--- src/rtl/mult_issue_ctrl_if.sv ---
// Signal bundle between the QR column scheduler, the multiply engine and the
// result consumer. The master view belongs to mult_issue_ctrl.
interface mult_issue_ctrl_if #(
  parameter int W = 16
);
  logic         i_load_valid;
  logic         o_load_ready;
  logic [W-1:0] i_a0;
  logic [W-1:0] i_a1;
  logic [W-1:0] i_a2;
  logic [W-1:0] i_b0;
  logic [W-1:0] i_b1;
  logic [W-1:0] i_b2;

  logic         o_start;
  logic [W-1:0] o_multiplier;
  logic [W-1:0] o_multiplicand;
  logic         i_stop;
  logic [W-1:0] i_q1;
  logic [W-1:0] i_q2;
  logic [W-1:0] i_q3;
  logic         o_eng_clr;

  logic         o_res_valid;
  logic         i_res_ready;
  logic [W-1:0] o_r0;
  logic [W-1:0] o_r1;
  logic [W-1:0] o_r2;
  logic         o_err;
  logic         o_busy;

  modport master (
    input  i_load_valid, i_a0, i_a1, i_a2, i_b0, i_b1, i_b2,
    input  i_stop, i_q1, i_q2, i_q3, i_res_ready,
    output o_load_ready, o_start, o_multiplier, o_multiplicand, o_eng_clr,
    output o_res_valid, o_r0, o_r1, o_r2, o_err, o_busy
  );

  modport slave (
    output i_load_valid, i_a0, i_a1, i_a2, i_b0, i_b1, i_b2,
    output i_stop, i_q1, i_q2, i_q3, i_res_ready,
    input  o_load_ready, o_start, o_multiplier, o_multiplicand, o_eng_clr,
    input  o_res_valid, o_r0, o_r1, o_r2, o_err, o_busy
  );
endinterface

--- src/rtl/mult_issue_ctrl.sv ---
// Initiator for the three-product multiply engine: issues one job of three
// operand pairs, captures the products, and holds them under valid/ready.
module mult_issue_ctrl #(
  parameter int W       = 16,
  parameter int TIMEOUT = 8
) (
  input  logic              i_clk,
  input  logic              i_reset,
  mult_issue_ctrl_if.master bus
);

  localparam int SW = $clog2(TIMEOUT + 1);

  localparam logic [SW-1:0] S_ONE        = SW'(1);
  localparam logic [SW-1:0] S_LAST_PAIR0 = SW'(1);
  localparam logic [SW-1:0] S_PAIR1      = SW'(2);
  localparam logic [SW-1:0] S_LAST_ISSUE = SW'(3);
  localparam logic [SW-1:0] S_TIMEOUT    = SW'(TIMEOUT - 1);

  typedef enum logic [2:0] {
    ST_IDLE,
    ST_ISSUE,
    ST_WAIT,
    ST_CLEAR,
    ST_HOLD
  } state_t;

  state_t         state_q, state_d;
  logic [SW-1:0]  s_q, s_d;
  logic [W-1:0]   a_q [3];
  logic [W-1:0]   a_d [3];
  logic [W-1:0]   b_q [3];
  logic [W-1:0]   b_d [3];
  logic [W-1:0]   r_q [3];
  logic [W-1:0]   r_d [3];
  logic           err_q, err_d;
  logic           load_ready_q, load_ready_d;
  logic           start_q, start_d;
  logic           eng_clr_q, eng_clr_d;
  logic           res_valid_q, res_valid_d;
  logic           busy_q, busy_d;
  logic [W-1:0]   mplier_q, mplier_d;
  logic [W-1:0]   mcand_q, mcand_d;

  logic [W-1:0]   ld_a [3];
  logic [W-1:0]   ld_b [3];
  logic [W-1:0]   q_in [3];

  assign ld_a[0] = bus.i_a0;
  assign ld_a[1] = bus.i_a1;
  assign ld_a[2] = bus.i_a2;
  assign ld_b[0] = bus.i_b0;
  assign ld_b[1] = bus.i_b1;
  assign ld_b[2] = bus.i_b2;
  assign q_in[0] = bus.i_q1;
  assign q_in[1] = bus.i_q2;
  assign q_in[2] = bus.i_q3;

  always_ff @(posedge i_clk or posedge i_reset) begin
    if (i_reset) begin
      state_q      <= ST_IDLE;
      s_q          <= '0;
      err_q        <= 1'b0;
      load_ready_q <= 1'b1;
      start_q      <= 1'b0;
      eng_clr_q    <= 1'b0;
      res_valid_q  <= 1'b0;
      busy_q       <= 1'b0;
      mplier_q     <= '0;
      mcand_q      <= '0;
      for (int i = 0; i < 3; i++) begin
        a_q[i] <= '0;
        b_q[i] <= '0;
        r_q[i] <= '0;
      end
    end else begin
      state_q      <= state_d;
      s_q          <= s_d;
      err_q        <= err_d;
      load_ready_q <= load_ready_d;
      start_q      <= start_d;
      eng_clr_q    <= eng_clr_d;
      res_valid_q  <= res_valid_d;
      busy_q       <= busy_d;
      mplier_q     <= mplier_d;
      mcand_q      <= mcand_d;
      for (int i = 0; i < 3; i++) begin
        a_q[i] <= a_d[i];
        b_q[i] <= b_d[i];
        r_q[i] <= r_d[i];
      end
    end
  end

  always_comb begin
    state_d      = state_q;
    s_d          = s_q;
    a_d          = a_q;
    b_d          = b_q;
    r_d          = r_q;
    err_d        = err_q;
    mplier_d     = mplier_q;
    mcand_d      = mcand_q;
    load_ready_d = 1'b0;
    start_d      = 1'b0;
    eng_clr_d    = 1'b0;
    res_valid_d  = 1'b0;
    busy_d       = 1'b0;

    case (state_q)
      ST_IDLE: begin
        if (bus.i_load_valid) begin
          a_d     = ld_a;
          b_d     = ld_b;
          err_d   = 1'b0;
          s_d     = '0;
          state_d = ST_ISSUE;
        end
      end
      ST_ISSUE: begin
        s_d = s_q + S_ONE;
        // A stop before the engine has seen all three pairs is a protocol error.
        if (bus.i_stop) begin
          err_d   = 1'b1;
          state_d = ST_CLEAR;
        end else if (s_q == S_LAST_ISSUE) begin
          state_d = ST_WAIT;
        end
      end
      ST_WAIT: begin
        s_d = s_q + S_ONE;
        if (bus.i_stop) begin
          r_d     = q_in;
          state_d = ST_CLEAR;
        end else if (s_q == S_TIMEOUT) begin
          err_d   = 1'b1;
          state_d = ST_CLEAR;
        end
      end
      ST_CLEAR: begin
        state_d = err_q ? ST_IDLE : ST_HOLD;
      end
      ST_HOLD: begin
        if (bus.i_res_ready) begin
          state_d = ST_IDLE;
        end
      end
      default: begin
        state_d = ST_IDLE;
      end
    endcase

    // Operands are registered against the step the engine will be in next cycle.
    if (state_d == ST_ISSUE || state_d == ST_WAIT) begin
      if (s_d <= S_LAST_PAIR0) begin
        mplier_d = a_d[0];
        mcand_d  = b_d[0];
      end else if (s_d == S_PAIR1) begin
        mplier_d = a_d[1];
        mcand_d  = b_d[1];
      end else begin
        mplier_d = a_d[2];
        mcand_d  = b_d[2];
      end
    end

    load_ready_d = (state_d == ST_IDLE);
    busy_d       = (state_d != ST_IDLE);
    start_d      = (state_d == ST_ISSUE) || (state_d == ST_WAIT);
    eng_clr_d    = (state_d == ST_CLEAR);
    res_valid_d  = (state_d == ST_HOLD);
  end

  assign bus.o_load_ready   = load_ready_q;
  assign bus.o_start        = start_q;
  assign bus.o_multiplier   = mplier_q;
  assign bus.o_multiplicand = mcand_q;
  assign bus.o_eng_clr      = eng_clr_q;
  assign bus.o_res_valid    = res_valid_q;
  assign bus.o_r0           = r_q[0];
  assign bus.o_r1           = r_q[1];
  assign bus.o_r2           = r_q[2];
  assign bus.o_err          = err_q;
  assign bus.o_busy         = busy_q;

endmodule

--- src/flat_wrapper.sv ---
// flat-port wrapper written by rule: the top's interface ports become plain ports
module mult_issue_ctrl_flat 
#(
  parameter int W       = 16,
  parameter int TIMEOUT = 8
)
  (i_clk, i_reset, bus_i_load_valid, bus_i_a0, bus_i_a1, bus_i_a2, bus_i_b0, bus_i_b1, bus_i_b2, bus_i_stop, bus_i_q1, bus_i_q2, bus_i_q3, bus_i_res_ready, bus_o_load_ready, bus_o_start, bus_o_multiplier, bus_o_multiplicand, bus_o_eng_clr, bus_o_res_valid, bus_o_r0, bus_o_r1, bus_o_r2, bus_o_err, bus_o_busy);
  mult_issue_ctrl_if #(.W(W)) bus_i ();
  input  logic i_clk;
  input  logic i_reset;
  input wire logic [$bits(bus_i.i_load_valid)-1:0] bus_i_load_valid;
  input wire logic [$bits(bus_i.i_a0)-1:0] bus_i_a0;
  input wire logic [$bits(bus_i.i_a1)-1:0] bus_i_a1;
  input wire logic [$bits(bus_i.i_a2)-1:0] bus_i_a2;
  input wire logic [$bits(bus_i.i_b0)-1:0] bus_i_b0;
  input wire logic [$bits(bus_i.i_b1)-1:0] bus_i_b1;
  input wire logic [$bits(bus_i.i_b2)-1:0] bus_i_b2;
  input wire logic [$bits(bus_i.i_stop)-1:0] bus_i_stop;
  input wire logic [$bits(bus_i.i_q1)-1:0] bus_i_q1;
  input wire logic [$bits(bus_i.i_q2)-1:0] bus_i_q2;
  input wire logic [$bits(bus_i.i_q3)-1:0] bus_i_q3;
  input wire logic [$bits(bus_i.i_res_ready)-1:0] bus_i_res_ready;
  output wire logic [$bits(bus_i.o_load_ready)-1:0] bus_o_load_ready;
  output wire logic [$bits(bus_i.o_start)-1:0] bus_o_start;
  output wire logic [$bits(bus_i.o_multiplier)-1:0] bus_o_multiplier;
  output wire logic [$bits(bus_i.o_multiplicand)-1:0] bus_o_multiplicand;
  output wire logic [$bits(bus_i.o_eng_clr)-1:0] bus_o_eng_clr;
  output wire logic [$bits(bus_i.o_res_valid)-1:0] bus_o_res_valid;
  output wire logic [$bits(bus_i.o_r0)-1:0] bus_o_r0;
  output wire logic [$bits(bus_i.o_r1)-1:0] bus_o_r1;
  output wire logic [$bits(bus_i.o_r2)-1:0] bus_o_r2;
  output wire logic [$bits(bus_i.o_err)-1:0] bus_o_err;
  output wire logic [$bits(bus_i.o_busy)-1:0] bus_o_busy;
  assign bus_i.i_load_valid = bus_i_load_valid;
  assign bus_i.i_a0 = bus_i_a0;
  assign bus_i.i_a1 = bus_i_a1;
  assign bus_i.i_a2 = bus_i_a2;
  assign bus_i.i_b0 = bus_i_b0;
  assign bus_i.i_b1 = bus_i_b1;
  assign bus_i.i_b2 = bus_i_b2;
  assign bus_i.i_stop = bus_i_stop;
  assign bus_i.i_q1 = bus_i_q1;
  assign bus_i.i_q2 = bus_i_q2;
  assign bus_i.i_q3 = bus_i_q3;
  assign bus_i.i_res_ready = bus_i_res_ready;
  assign bus_o_load_ready = bus_i.o_load_ready;
  assign bus_o_start = bus_i.o_start;
  assign bus_o_multiplier = bus_i.o_multiplier;
  assign bus_o_multiplicand = bus_i.o_multiplicand;
  assign bus_o_eng_clr = bus_i.o_eng_clr;
  assign bus_o_res_valid = bus_i.o_res_valid;
  assign bus_o_r0 = bus_i.o_r0;
  assign bus_o_r1 = bus_i.o_r1;
  assign bus_o_r2 = bus_i.o_r2;
  assign bus_o_err = bus_i.o_err;
  assign bus_o_busy = bus_i.o_busy;
  mult_issue_ctrl #(.W(W), .TIMEOUT(TIMEOUT)) u_core (.i_clk(i_clk), .i_reset(i_reset), .bus(bus_i));
endmodule
--- config.mk ---
export PLATFORM = sky130hd
export DESIGN_NAME = mult_issue_ctrl_flat
export DESIGN_NICKNAME = d
export VERILOG_FILES = /design/src/rtl/mult_issue_ctrl_if.sv /design/src/rtl/mult_issue_ctrl.sv /design/src/flat_wrapper.sv
export SDC_FILE = /design/constraint.sdc
export NUM_CORES = 1
export LEC_CHECK = 0
export ABC_AREA = 1
export BUFFER_PORTS_ARGS = -buffer_cell sky130_fd_sc_hd__buf_2
export CORE_ASPECT_RATIO = 0.7
export CORE_MARGIN = 4
export CORE_UTILIZATION = 52
export CTS_CLUSTER_DIAMETER = 60
export DETAILED_ROUTE_END_ITERATION = 10
export GPL_ROUTABILITY_DRIVEN = 1
export MAX_ROUTING_LAYER = met4
export PLACE_DENSITY_LB_ADDON = 0.05
export SYNTH_ARGS = -nofsm -noshare
export SYNTH_HDL_FRONTEND = slang
export SYNTH_SLANG_ARGS = --single-unit
--- constraint.sdc ---
create_clock -name i_clk -period 8 [get_ports i_clk]
set_clock_uncertainty 0.05 [all_clocks]
set_input_delay 1.6 -clock i_clk [delete_from_list [all_inputs] [get_ports i_clk]]
set_output_delay 1.6 -clock i_clk [all_outputs]
set_load 0.01 [all_outputs]
; Yosys cells after proc, flatten, opt, wreduce, memory -nomap -nowiden
; Index checks and enable logic that the tools add are counted.
[word_totals]
elab_cells = 67
output_inout_bits = 86
ff_bits = 189
[op_classes]
mux = 23
eq_ne = 15
reduce_logical = 8
n_addsub = 1
magnitude_cmp = 1
[ops]
columns = op, count
row1 = $mux 48, 4
row2 = $mux 16, 4
row3 = $mux 3, 7
row4 = $pmux 3 s5, 1
row5 = $eq 3x2->1 const B, 4
row6 = $eq 4x2->1 const B, 2
row7 = $pmux 4 s2, 1
row8 = $eq 3x1->1 const B, 2
row9 = $eq 3x3->1 const B, 2
row10 = $logic_not 3->1, 2
row11 = $ne 2x2->1 const B, 3
row12 = $reduce_bool 3->1, 2
row13 = $reduce_and 5->1, 1
row14 = $add 4x1->4 const B, 1
row15 = $eq 4x3->1 const B, 1
row16 = $le 4x1->1 const B, 1
row17 = $mux 1, 4
row18 = $mux 4, 1
row19 = $pmux 1 s3, 1
row20 = $ne 2x1->1 const B, 1
row21 = $reduce_and 2->1, 1
row22 = $reduce_or 2->1, 1
row23 = $logic_or 1x1->1, 1

; Longest topological paths before layout
[depth]
word_depth = 6
depth_mapped = 14

; Least setup slack after synthesis
; No wires, ideal clock.
[synth_timing]
kind = input to register
start = input bus_i_load_valid
end = register u_core.mcand_q[0], in the netlist u_core.bus.o_multiplicand[0]
required_time_ns = 7.833
cell_stages = 13
n_path_buf = 2
t_arrival_ns = 2.666
slack_ns = 5.167
cell_sequence = inv_1 nand3_2 nand2_1 nand2_1 nand2_1 nor2_2 nand2_1 buf_4 buf_6 nand2_1 nor2_1 nor2_1 nor2_1
[synth_between]
elab_chain_len = 5
word_cells_on_any_way = 13
[synth_lines]
columns = element, line
row1 = "start, declared", flat_wrapper.sv:11  ; input wire logic [$bits(bus_i.i_load_valid)-1:0] bus_i_load_valid;
row2 = $mux 4 (*), mult_issue_ctrl.sv:112  ; if (bus.i_load_valid) begin
row3 = $pmux 4 s2 (*), mult_issue_ctrl.sv:110  ; case (state_q)
row4 = via u_core.s_d[2], mult_issue_ctrl.sv:29  ; logic [SW-1:0] s_q, s_d;
row5 = branches (longest 2 deep; another with $le 4x1->1), --
row6 = $mux 16 (*), mult_issue_ctrl.sv:155  ; if (s_d <= S_LAST_PAIR0) begin
row7 = "end signal, assigned", mult_issue_ctrl.sv:86  ; mcand_q <= mcand_d;
row8 = "end, declared", mult_issue_ctrl.sv:43  ; logic [W-1:0] mcand_q, mcand_d;
; Mark *: on every way through the listed nets, which the timed path passes.
; A chain may end at the register's enable or synchronous reset.

; Final worst setup path
[layout_timing]
start = input bus_i_load_valid
end = register u_core.mplier_q[13], in the netlist u_core.bus.o_multiplier[13]
[layout_between]
elab_chain_len = 5
word_cells_on_any_way = 13
[layout_lines]
columns = element, line
row1 = branches (longest 5 deep; another with $le 4x1->1), --
row2 = "end signal, assigned", mult_issue_ctrl.sv:85  ; mplier_q <= mplier_d;
row3 = "end, declared", mult_issue_ctrl.sv:42  ; logic [W-1:0] mplier_q, mplier_d;
; Several ways; the timed one is not identified.

==> results by group <==
Outcome
  – Outcome: completed

Drt
  – Via count: 6,627
  – Remaining antenna violation count: 0
  – Routed via count divided by cell count: 5.00
  – Violation count after the first detailed-routing iteration: 552
  – DR WL/cell: 15.4 um
  – Count of unresolved DRC violations after routing: 0
  – First drt pass iteration count: 5
  – Final wirelength: 20.4 mm

Clocking
  – Clock H-tree levels: 4
  – Clk root buf: sky130_fd_sc_hd__clkbuf_16
  – CTS buffer count: 17
  – Post-CTS resize count: 0
  – Number of buffers on the longest clock path: 2
  – Clock latency reported for the late side of the worst-skew pair: 0.43 ns
  – Post-CTS Setup Bufs: 0
  – Clk sinks: 189
  – CTS tree: built
  – Hold buffers post-CTS: 0
  – Post-CTS clock slew at the launch and capture registers of the worst setup and hold paths: 0.06 ns

STA
  – Number of endpoints with negative hold slack in the final report: 0
  – Time the final worst path needs with I/O delays and setup: 3.81 ns
  – Final-layout setup total negative slack: 0 ns
  – Pins Over Slew Limit: 0
  – RSZ-0062 raised after global routing: no
  – Hold slack: 0.422 ns
  – Crit path setup slack, layout: 4.19 ns
  – Slew at the pin closest to its max-slew limit: 1.14 ns
  – Worst rel slew slack: 23.9%
  – Final setup violation count: 0
  – Post-route fraction of the period consumed by the critical path: 47.6%
  – Max Clock Freq: 262 MHz

GRT
  – Pin count of the biggest net entering global routing: 127
  – Total gr overflow: 0
  – Number of global-route vias before repair: 6,496
  – Global-route wire length before repair: 33.1 mm
  – Number of antenna violations at the first check in global routing: 1
  – Global-route usage over all layers: 24.3%
  – Met1 Track Usage GR: 35.4%
  – Most crowded layer after global routing: met1
  – Met2 track demand over resource: 35.3%
  – Global routing met3 resource utilization: 5.55%

Yosys
  – Number of synthesized register bits: 189
  – Register area share after synthesis: 58.7%
  – Number of nets in the synthesized netlist: 1,057
  – Syn Inst Count: 907
  – Post-synthesis average cell area: 8.89 um^2
  – Yosys warnings: 0
  – Post-synthesis cell area: 8060 um^2
  – Number of different library cells in the post-synthesis netlist: 24

Worst setup path
  – Cell with the biggest individual delay on the critical path: sky130_fd_sc_hd__buf_4
  – Worst Setup Path Type: input port to register
  – Crit. End Element: register
  – Delay of the slowest critical-path stage: 0.78 ns
  – Type of origin of the critical path: input port
  – Worst-path cell chain: buf_2 > nand3_4 > buf_4 > nand4_2 > nand2_2 > buf_4 > nand3_1 > nor2_1 > nor2_1
  – Maximum fanout along the worst path: 98
  – Data arrival time of the critical path: 4.07 ns
  – Crit path required time: 8.26 ns

Power
  – Sw Ratio: 41.7%
  – Total design power: 0.00469 W
  – Sequential Power Share: 34.8%
  – Proportion of power drawn by the clock network: 19.4%
  – Static leakage power: 5.41 nW
  – Power density cells: 472 nW/um^2
  – Portion of total power attributed to combinational logic: 45.9%
  – Internal power: 0.00274 W
  – Peak supply drop: 0.000251 V
  – Net switching power figure: 0.00196 W

Place
  – Gpl congestion: 0.801
  – Placed wire-length estimate: 13.3 mm
  – IO Port Bufs: 234
  – Worst Setup Slack post-DPL: 3.72 ns
  – Number of instances in the placed design: 1,293

Layout
  – Share of post-route cells with drive strength above 1: 30.1%
  – Most common cell after layout, fill and taps aside: sky130_fd_sc_hd__nand2_1
  – Number of filler cells placed in the layout: 1,273
  – Top library cells by usage in the layout, fill and taps aside: sky130_fd_sc_hd__nand2_1, sky130_fd_sc_hd__buf_2, sky130_fd_sc_hd__dfrtp_1
  – Synth-to-Final Area Change: 23.4%
  – Area occupied by multi-input gates: 3010 um^2
  – Sequential cell area in the final layout: 4730 um^2
  – Finished Layout Cells: 1,326
  – Final nets: 1,267

Floorplanning
  – Width of the die: 157 um
  – Die area: 17,600 um^2
  – Floorplan die height: 112 um
  – Core Footprint: 15,000 um^2
  – Ports placed on the boundary: 235
  – Count of standard-cell rows: 37
  – Starting density of the core: 53.9%

Min path
  – Worst Hold Class: register to register

Job
  – Max-cap violation count: 0
-- power groups by stage --
stage	Combinational, W	Sequential [W]	Clock, W
after global routing	0.00245	0.00168	0.000971
after global placement	0.00212	0.00163	0
after CTS	0.00217	0.00163	0.000926
after floorplan	0.00146	0.00171	0
final	0.00215	0.00163	0.000910
after detailed placement	0.00215	0.00164	0
-- final timing paths --
path | startpoint | endpoint | slack, ns | cells past startpoint
worst max-delay path | bus_i_load_valid | u_core.bus.o_multiplier[13] | 4.19 | 9
worst max register to register | u_core.state_q[0] | u_core.bus.o_multiplier[13] | 4.86 | 9
min in group asynchronous | i_reset | u_core.b_q[28] | 1.24 | 2
worst min register to register | u_core.a_q[38] | u_core.a_q[38] | 0.42 | 2
max in group asynchronous | i_reset | u_core.bus.o_multiplicand[0] | 5.22 | 3
worst min-delay path | u_core.a_q[38] | u_core.a_q[38] | 0.42 | 2
-- through the flow --
stage	instance area, um^2	utilization, %
floorplan	8060	-
global placement	9300	62.2
detailed placement	9300	62.2
CTS	9940	66.5
global route	9950	66.5
finish	9950	66.5
-- state kept, by name, summed over array words and instances, names as in the netlist --
name / flops
u_core.state_q: 3
u_core.bus.o_res_valid: 1
u_core.bus.o_eng_clr: 1
u_core.bus.o_r2: 16
u_core.bus.o_multiplicand: 16
u_core.a_q: 48
u_core.bus.o_load_ready: 1
u_core.bus.o_r1: 16
u_core.bus.o_r0: 16
u_core.b_q: 48
u_core.bus.o_err: 1
u_core.bus.o_start: 1
u_core.s_q: 4
u_core.bus.o_multiplier: 16
u_core.bus.o_busy: 1
-- cell families after synthesis --
family / Yosys count / synth area share (%)
simple gates: 582 / 29.3
flops: 189 / 58.7
buf+inv: 73 / 4.16
mux: 48 / 6.70
compound gates: 13 / 0.853
xor+xnor: 1 / 0.109
fa+ha+maj: 1 / 0.155
-- final cells by class --
cell class | instances | share of cell area [%]
repair buffers | 240 | 12.2
diodes | 1 | 0.0252
flip-flops and latches | 189 | 47.6
clock buffers | 21 | 4.83
inverters | 24 | 0.981
well taps | 195 | 2.45
clock inverters | 11 | 1.62
multi-input cells | 645 | 30.3
-- critical path, delay by kind of cell --
kind / cells / cell delay, ns
simple gates: 6 / 1.06
buf+inv: 3 / 1.38
-- cells in the mapped netlist (all sizes together) --
| cell | number | area share, % |
|---|---|---|
| nand4 | 2 | 0.23 |
| mux2 | 48 | 6.7 |
| clkbuf | 18 | 0.84 |
| nor2 | 108 | 5.1 |
| nand3b | 2 | 0.19 |
| buf | 31 | 2.2 |
| o2111ai | 1 | 0.11 |
| nand3 | 106 | 6.8 |
| dfrtp | 188 | 58 |
| ha | 1 | 0.16 |
| a21oi | 3 | 0.19 |
| inv | 24 | 1.1 |
| nand2 | 364 | 17 |
| o21ai | 9 | 0.56 |
| dfstp | 1 | 0.33 |
| xor2 | 1 | 0.11 |
-- routing by layer --
layer	vias up	share of wire (%)	wire length (um)
li1	3288	-	-
met1	3096	48	9680
met2	220	44	8950
met3	23	7.4	1500
met4	0	1.1	232
met5	-	0	0
No activity file was read; power rests on OpenSTA's default activity.
